## src/rtl/rf_wb_scoreboard_if.sv

```systemverilog
// Bundle of decode, writeback and register-file write-port signals around the
// writeback scoreboard. The slave side is the scoreboard and the master side is its environment.
interface rf_wb_scoreboard_if #(
    parameter int XLEN    = 32,
    parameter int NUM_SRC = 3
);
    logic                    dec_valid;
    logic [4:0]              dec_rs1_addr;
    logic                    dec_rs1_rd_en;
    logic [4:0]              dec_rs2_addr;
    logic                    dec_rs2_rd_en;
    logic [4:0]              dec_rd_addr;
    logic                    dec_rd_wr_en;
    logic                    dec_stall;

    logic [NUM_SRC-1:0]      wb_valid;
    logic [NUM_SRC*5-1:0]    wb_rd_addr;
    logic [NUM_SRC*XLEN-1:0] wb_data;
    logic [NUM_SRC-1:0]      wb_ready;

    logic [4:0]              rf_rd_addr;
    logic [XLEN-1:0]         rf_rd_data;
    logic                    rf_wr_en;
    logic [31:0]             busy_vec;

    modport slave (
        input  dec_valid, dec_rs1_addr, dec_rs1_rd_en, dec_rs2_addr, dec_rs2_rd_en,
               dec_rd_addr, dec_rd_wr_en, wb_valid, wb_rd_addr, wb_data,
        output dec_stall, wb_ready, rf_rd_addr, rf_rd_data, rf_wr_en, busy_vec
    );

    modport master (
        output dec_valid, dec_rs1_addr, dec_rs1_rd_en, dec_rs2_addr, dec_rs2_rd_en,
               dec_rd_addr, dec_rd_wr_en, wb_valid, wb_rd_addr, wb_data,
        input  dec_stall, wb_ready, rf_rd_addr, rf_rd_data, rf_wr_en, busy_vec
    );
endinterface

```

## src/rtl/rf_wb_scoreboard.sv

```systemverilog
// Register-file write-port sequencer. It arbitrates the writeback sources round-robin onto
// the single write port and keeps the busy scoreboard that stalls decode on RAW/WAW hazards.
module rf_wb_scoreboard #(
    parameter int XLEN    = 32,
    parameter int NUM_SRC = 3
) (
    input  logic                clk,
    input  logic                rst,
    rf_wb_scoreboard_if.slave   bus
);
    localparam int IDX_W = (NUM_SRC > 1) ? $clog2(NUM_SRC) : 1;

    logic [31:0]        busy_q;
    logic [31:0]        busy_next;
    logic [IDX_W-1:0]   rr_q;
    logic [IDX_W-1:0]   rr_next;
    logic               rf_wr_en_q;
    logic [4:0]         rf_addr_q;
    logic [XLEN-1:0]    rf_data_q;

    logic               hazard;
    logic               issue;
    logic               grant_found;
    logic [NUM_SRC-1:0] grant;
    logic [4:0]         sel_addr;
    logic [XLEN-1:0]    sel_data;

    assign hazard = bus.dec_valid &
                    ((bus.dec_rs1_rd_en & busy_q[bus.dec_rs1_addr]) |
                     (bus.dec_rs2_rd_en & busy_q[bus.dec_rs2_addr]) |
                     (bus.dec_rd_wr_en  & busy_q[bus.dec_rd_addr]));

    assign issue = bus.dec_valid & ~hazard & bus.dec_rd_wr_en & (bus.dec_rd_addr != 5'd0);

    // Scan the sources starting at the round-robin pointer; the first valid one wins.
    always_comb begin
        int idx;
        grant       = '0;
        grant_found = 1'b0;
        sel_addr    = '0;
        sel_data    = '0;
        rr_next     = rr_q;
        for (int k = 0; k < NUM_SRC; k++) begin
            idx = int'(rr_q) + k;
            if (idx >= NUM_SRC) begin
                idx = idx - NUM_SRC;
            end
            if (!grant_found && bus.wb_valid[idx]) begin
                grant_found = 1'b1;
                grant[idx]  = 1'b1;
                sel_addr    = bus.wb_rd_addr[5*idx +: 5];
                sel_data    = bus.wb_data[XLEN*idx +: XLEN];
                rr_next     = (idx == NUM_SRC - 1) ? '0 : IDX_W'(idx + 1);
            end
        end
    end

    // A set from issue is applied after the clear from the write port, so set wins.
    always_comb begin
        busy_next = busy_q;
        if (rf_wr_en_q) begin
            busy_next[rf_addr_q] = 1'b0;
        end
        if (issue) begin
            busy_next[bus.dec_rd_addr] = 1'b1;
        end
        busy_next[0] = 1'b0;
    end

    always_ff @(posedge clk) begin
        if (rst) begin
            busy_q     <= '0;
            rr_q       <= '0;
            rf_wr_en_q <= 1'b0;
            rf_addr_q  <= '0;
            rf_data_q  <= '0;
        end else begin
            busy_q     <= busy_next;
            rr_q       <= rr_next;
            rf_wr_en_q <= grant_found;
            if (grant_found) begin
                rf_addr_q <= sel_addr;
                rf_data_q <= sel_data;
            end
        end
    end

    assign bus.dec_stall  = hazard;
    assign bus.wb_ready   = grant;
    assign bus.rf_wr_en   = rf_wr_en_q;
    assign bus.rf_rd_addr = rf_addr_q;
    assign bus.rf_rd_data = rf_data_q;
    assign bus.busy_vec   = busy_q;
endmodule
```

## src/flat_wrapper.sv

```systemverilog
// flat-port wrapper written by rule: the top's interface ports become plain ports
module rf_wb_scoreboard_flat 
#(
    parameter int XLEN    = 32,
    parameter int NUM_SRC = 3
)
  (clk, rst, bus_dec_valid, bus_dec_rs1_addr, bus_dec_rs1_rd_en, bus_dec_rs2_addr, bus_dec_rs2_rd_en, bus_dec_rd_addr, bus_dec_rd_wr_en, bus_wb_valid, bus_wb_rd_addr, bus_wb_data, bus_dec_stall, bus_wb_ready, bus_rf_rd_addr, bus_rf_rd_data, bus_rf_wr_en, bus_busy_vec);
  rf_wb_scoreboard_if #(.XLEN(XLEN), .NUM_SRC(NUM_SRC)) bus_i ();
  input  logic clk;
  input  logic rst;
  input wire logic [$bits(bus_i.dec_valid)-1:0] bus_dec_valid;
  input wire logic [$bits(bus_i.dec_rs1_addr)-1:0] bus_dec_rs1_addr;
  input wire logic [$bits(bus_i.dec_rs1_rd_en)-1:0] bus_dec_rs1_rd_en;
  input wire logic [$bits(bus_i.dec_rs2_addr)-1:0] bus_dec_rs2_addr;
  input wire logic [$bits(bus_i.dec_rs2_rd_en)-1:0] bus_dec_rs2_rd_en;
  input wire logic [$bits(bus_i.dec_rd_addr)-1:0] bus_dec_rd_addr;
  input wire logic [$bits(bus_i.dec_rd_wr_en)-1:0] bus_dec_rd_wr_en;
  input wire logic [$bits(bus_i.wb_valid)-1:0] bus_wb_valid;
  input wire logic [$bits(bus_i.wb_rd_addr)-1:0] bus_wb_rd_addr;
  input wire logic [$bits(bus_i.wb_data)-1:0] bus_wb_data;
  output wire logic [$bits(bus_i.dec_stall)-1:0] bus_dec_stall;
  output wire logic [$bits(bus_i.wb_ready)-1:0] bus_wb_ready;
  output wire logic [$bits(bus_i.rf_rd_addr)-1:0] bus_rf_rd_addr;
  output wire logic [$bits(bus_i.rf_rd_data)-1:0] bus_rf_rd_data;
  output wire logic [$bits(bus_i.rf_wr_en)-1:0] bus_rf_wr_en;
  output wire logic [$bits(bus_i.busy_vec)-1:0] bus_busy_vec;
  assign bus_i.dec_valid = bus_dec_valid;
  assign bus_i.dec_rs1_addr = bus_dec_rs1_addr;
  assign bus_i.dec_rs1_rd_en = bus_dec_rs1_rd_en;
  assign bus_i.dec_rs2_addr = bus_dec_rs2_addr;
  assign bus_i.dec_rs2_rd_en = bus_dec_rs2_rd_en;
  assign bus_i.dec_rd_addr = bus_dec_rd_addr;
  assign bus_i.dec_rd_wr_en = bus_dec_rd_wr_en;
  assign bus_i.wb_valid = bus_wb_valid;
  assign bus_i.wb_rd_addr = bus_wb_rd_addr;
  assign bus_i.wb_data = bus_wb_data;
  assign bus_dec_stall = bus_i.dec_stall;
  assign bus_wb_ready = bus_i.wb_ready;
  assign bus_rf_rd_addr = bus_i.rf_rd_addr;
  assign bus_rf_rd_data = bus_i.rf_rd_data;
  assign bus_rf_wr_en = bus_i.rf_wr_en;
  assign bus_busy_vec = bus_i.busy_vec;
  rf_wb_scoreboard #(.XLEN(XLEN), .NUM_SRC(NUM_SRC)) u_core (.clk(clk), .rst(rst), .bus(bus_i));
endmodule
```

## config.mk

```make
export PLATFORM = sky130hd
export DESIGN_NAME = rf_wb_scoreboard_flat
export DESIGN_NICKNAME = d
export VERILOG_FILES = /design/src/rtl/rf_wb_scoreboard_if.sv /design/src/rtl/rf_wb_scoreboard.sv /design/src/flat_wrapper.sv
export SDC_FILE = /design/constraint.sdc
export NUM_CORES = 1
export LEC_CHECK = 0
export CORE_MARGIN = 4
export CORE_UTILIZATION = 31
export CTS_CLUSTER_SIZE = 30
export DETAILED_ROUTE_END_ITERATION = 10
export DONT_BUFFER_PORTS = 1
export PLACE_DENSITY = 0.42
export SETUP_SLACK_MARGIN = 0.2
export SLEW_MARGIN = 20
export SYNTH_ARGS = -nofsm -noshare
export SYNTH_HDL_FRONTEND = slang
export SYNTH_SLANG_ARGS = --single-unit
```

## constraint.sdc

```tcl
create_clock -name clk -period 4.8 [get_ports clk]
set_input_delay 1.2 -clock clk [delete_from_list [all_inputs] [get_ports clk]]
set_output_delay 1.2 -clock clk [all_outputs]
set_load 0.02 [all_outputs]
```

* After elaboration in Yosys (flattened, before gate mapping)
Cells that the tools add are included.
** Operators by class
- Shifts and indexed selects :: 6
- $lt $le $gt $ge :: 15
- Bitwise gates (word level) :: 15
- Multiply operators :: 3
- $add $sub $neg :: 8
- Multiplexer cells :: 48
- Reductions and logical operators :: 11
- Equal/unequal tests :: 3
** Operators with widths (number)
- $shiftx A96 B32 Y32 :: 3
- $mux W32 :: 8
- $eq A32 B3 Y1 const B :: 3
- $ge A32 B1 Y1 const B :: 3
- $lt A32 B4 Y1 const B :: 3
- $mul A4 B32 Y32 const A :: 3
- $shiftx A15 B32 Y5 :: 3
- $ge A32 B3 Y1 const B :: 2
- $sub A32 B3 Y32 const B :: 2
- $and A32 B32 Y32 :: 1
- $not A32 Y32 :: 1
- $or A32 B32 Y32 :: 1
- $lt A5 B6 Y1 const B :: 4
- $mux W1 :: 17
- $bmux W1 S5 :: 3
- $mux W5 :: 3
- $mux W2 :: 6
- $demux W1 S5 :: 2
- $ge A5 B1 Y1 const B :: 2
- $mux W3 :: 3
- $and A1 B1 Y1 :: 7
- $logic_and A1 B1 Y1 :: 7
- $add A2 B2 Y2 const B :: 3
- $bmux W1 S2 :: 3
- other kinds (11) :: 16
** Storage, ports and cells
- Flip-flop bits (word level) :: 72
- Output and inout port bits :: 74
- Word-level logic and storage cells :: 115

* Depth between registers and ports, before layout
- Depth in word-level cells :: 12
- Depth in mapped cells :: 13
- Gate-level depth less buffers :: 10

* Worst setup path after synthesis
OpenSTA, ideal clock, no wires.
- Kind :: input port to output port
- Start :: input port bus_dec_rd_addr[1]
- End :: output port bus_dec_stall
- Stages on the path :: 7
- Buffers on the path :: 1
- Slack :: 915 ps
- Required time :: 3600 ps
- Data arrival time :: 2685 ps
- Path through :: buf_2 nor2b_1 a22oi_1 o31ai_1 a211o_1 nand2_1 a31oi_1
** On the way
- Cells in the longest elaborated chain, start to end :: 5
** Ends and longest elaborated chain
- start: declaration :: RTL line flat_wrapper.sv:16 : input wire logic [$bits(bus_i.dec_rd_addr)-1:0] bus_dec_rd_addr;
- $bmux W1 S5 :: RTL line rf_wb_scoreboard.sv:31 : (bus.dec_rd_wr_en & busy_q[bus.dec_rd_addr]));
- $mux W1 (not written as such) :: RTL line rf_wb_scoreboard.sv:31
- $and A1 B1 Y1 :: RTL line rf_wb_scoreboard.sv:31
- $or A1 B1 Y1 :: RTL line rf_wb_scoreboard.sv:30 : (bus.dec_rs2_rd_en & busy_q[bus.dec_rs2_addr]) |
- $and A1 B1 Y1 :: RTL line rf_wb_scoreboard.sv:28 : assign hazard = bus.dec_valid &
- end: declaration :: RTL line flat_wrapper.sv:21 : output wire logic [$bits(bus_i.dec_stall)-1:0] bus_dec_stall;
Every way passes these cells. The select of a mux whose other input is x is not followed.

* Worst setup path in the final report
- Start :: register u_core.rr_q[1]
- End :: output port bus_wb_ready[2]
** On the way
- Cells in the longest elaborated chain, start to end :: 12
- Elaborated cells on any way between the ends :: 46
- Classes of those cells :: add/sub: 5; order compare: 9; mux: 23; bitwise: 2; reduce/logical: 7
** Ends and longest elaborated chain
- start: declaration :: RTL line rf_wb_scoreboard.sv:15 : logic [IDX_W-1:0] rr_q;
- start signal: assignment :: RTL line rf_wb_scoreboard.sv:79 : rr_q <= rr_next;
- branches (longest 11 deep; another with $sub A32 B3 Y32)
- $mux W3 * :: RTL line rf_wb_scoreboard.sv:48 : if (!grant_found && bus.wb_valid[idx]) begin
- end: declaration :: RTL line flat_wrapper.sv:22 : output wire logic [$bits(bus_i.wb_ready)-1:0] bus_wb_ready;
Every way passes the cells marked *. The select of a mux whose other input is x is not followed.

==> results.cfg <==
[routing]
route.final.wire_length_mm = 26.60
drtIter0Drc = 585
drt_pass1_iterations = 6
dr_total_vias = 6944
vias_per_cell = 6.200
remaining_drc_errors = 0
wire_per_inst_um = 23.75
ant_nets = 0

[finish]
syn_to_final_growth_pct = 7.473
fillCellCount = 2195
drive_gt1_share_pct = 7.456
nets = 985
antennaDiodeCount = 0

[yosys]
syn_nets = 1040
synth_warnings = 0
synth_edf_count = 0
ys_seq_area_share_pct = 21.28
post_synth_num_cell_types = 50
syn_inst = 895
mappedNetlistArea_um2 = 6680
async_reset_ff_share_pct = 0
ys_seq_elements = 71
synth_flop_cell = dfxtp_1
synth.avg_cell_area_um2 = 7.464

[critical_path]
path_delay_family = compound AO/OA/AOI/OAI gates
crit_required_ns = 3.60
worstPathBufferInverterCount = 1
worstPathArrival_ns = 2.89
path_cells = inv_1 > ha_2 > o21ai_1 > nor3_1 > a21oi_1 > o21ai_0
max_stage_delay_ns = 0.67
critPathLaunchType = register
cp-end-kind = output port
path_max_fanout = 38
worstSetupPathType = register to output port
reg2reg_slack_ns = 0.95
cpMaxStageDelayCell = ha_2

[placed_design]
post-dp-hpwl_mm = 18.33
place_ws_ns = 0.8801
io_buffers = 0
place_congestion = 0.8476

[power_and_ir_drop]
power.density_nw_per_um2 = 530.0
ir_drop_mv = 0.4038
p_leak_nw = 2.354

[floorplanning]
core_area_um2 = 21090
fp.dieH_um = 154.8
dieArea_um2 = 23960
ios = 209
start_util_pct = 31.68
die_w_um = 154.8
fp-row-count = 53

[clock_tree]
insertion_delay_ns = 0.35
ctsRootBufferMaster = clkbuf_16
cts_buffer_depth = 2
cts.clk_slew.worst_paths_ns = 0.07
holdBufCountCts = 0
tritoncts = yes
cts_setup_buffers = 0
cts_sinks = 71
htreeDepth = 3
cts_resized = 0
cts_buffers = 9

[sta]
period_minus_slack_ns = 4.094
rsz0062_at_grt = no
timing.final.ws_setup_ns = 0.7061
final-setup-viol-count = 0
tightest_slew_ns = 0.9432
fmax_ghz = 0.2443
fin_crit_sh_pct = 85.29
fin_tns_setup_ns = 0
hold_violations = 0
slew_headroom_pct = 37.12
skew_ns = 0.008054
drv_slew = 0

[grt]
antenna_found_initial = 0
grt_pass1_vias = 6876
grt_max_degree = 74
grtUsageTotal_pct = 21.29
globalRouteOverflowTotal = 0
grt_pass1_wl_mm = 40.40

[hold_path]
hp-class = register to register

[status]
status = finished clean

[flow_run]
drv_cap = 0
-- cells by family (layout without fill, tap and decap cells) --
group	after synthesis	after routing	share of synthesized area, %
AOI/OAI and AO/OA	283	283	25.90
xor gates and xnor gates	1	1	0.1311
adders and majority gates	10	10	1.985
buffers and inverters	92	42	5.544
DFF	71	71	21.28
muxes	143	143	24.91
other	1	1	0.05614
and+or+nand+nor	294	294	20.19
-- power by group --
group | switching (W) | total, W | internal (W) | leakage [nW]
Sequential | 0.000253 | 0.000951 | 0.000698 | 0.580
Clock | 0.000292 | 0.000710 | 0.000419 | 0.145
Combinational | 0.00132 | 0.00214 | 0.000823 | 1.63
Total | 0.00186 | 0.00380 | 0.00194 | 2.35
-- synthesized netlist by cell type, drive strengths merged (9+ instances only) --
cell / n / area share [%]
a21oi: 43 / 3.2
a222oi: 24 / 3.6
a22oi: 20 / 2.2
buf: 19 / 1.4
clkbuf: 60 / 3.4
dfxtp: 71 / 21
ha: 9 / 1.7
inv: 13 / 0.73
mux2i: 119 / 18
mux4: 18 / 6.1
nand2: 141 / 7.9
nand3: 15 / 1.1
nand3b: 19 / 2.1
nor2: 61 / 3.4
nor2b: 25 / 2.3
o21ai: 154 / 12
-- metal layers --
metal,track usage [%],share of wire [%],vias to the layer above
met2,35.42,47,313
met3,8.478,11,34
li1,-,-,3195
met5,0,0,-
met1,25.96,41,3402
met4,4.878,1.5,0
-- worst paths after layout --
kind | end | depth (start not counted) | startpoint
max | bus_wb_ready[2] | 6 | u_core.rr_q[1]
min reg2reg | u_core.rr_q[0] | 2 | u_core.rr_q[0]
min | u_core.rr_q[0] | 2 | u_core.rr_q[0]
max reg2reg | u_core.bus.rf_rd_addr[0] | 10 | u_core.rr_q[1]
-- metrics by stage --
stage | utilization (%) | instances | power (W) | area, µm² | hold WS (ns)
after floorplan | - | 895 | 0.002560 | 6680 | 0.5021
after global placement | 32.59 | 1104 | 0.003063 | 6873 | 0.5348
after detailed placement | 32.59 | 1104 | 0.003111 | 6873 | 0.5444
after CTS | 34.05 | 1120 | 0.003835 | 7179 | 0.5548
after global routing | 34.05 | 1120 | 0.004102 | 7179 | 0.5806
final | 34.05 | 1120 | 0.003805 | 7179 | 0.5556
-- cells in the final DEF (no fill, tap or decap), drive strengths merged, types with 3 or more instances in the layout --
cell	count
a2111oi	3
a21oi	43
a221oi	3
a222oi	24
a22oi	20
a31oi	5
a32oi	6
and2	5
and3	6
buf	13
clkbuf	10
dfxtp	71
ha	9
inv	14
mux2	6
mux2i	119
mux4	18
nand2	141
nand2b	3
nand3	15
nand3b	19
nand4	4
nand4b	4
nor2	61
nor2b	25
nor3	5
nor3b	5
o211ai	6
o21ai	154
o22ai	4
-- worst register-to-register path, delay by kind of cell, from the launching register on --
family,cells,cell delay [ns]
adder cells (fa/ha/maj),2,1.24
AO/OA/AOI/OAI,4,0.87
buffers and inverters,2,0.76
AND/OR/NAND/NOR,2,0.45
flip-flops,1,0.41
-- registers in the layout, indices dropped and copies added (netlist names) --
register / cells
u_core.rr_q: 2
u_core.bus.rf_rd_data: 32
u_core.bus.rf_wr_en: 1
u_core.bus.busy_vec: 31
u_core.bus.rf_rd_addr: 5
-- cell type report --
cell class | count | area (µm²) | share of cell area, %
multi-input cells | 732 | 4961 | 69.10
clock buffers | 10 | 239.0 | 3.329
well taps | 275 | 344.1 | 4.793
clock inverters | 6 | 67.56 | 0.9411
inverters | 13 | 48.80 | 0.6797
repair buffers | 13 | 97.59 | 1.359
flip-flops and latches | 71 | 1421 | 19.80
No activity file was read; power rests on OpenSTA's default activity.
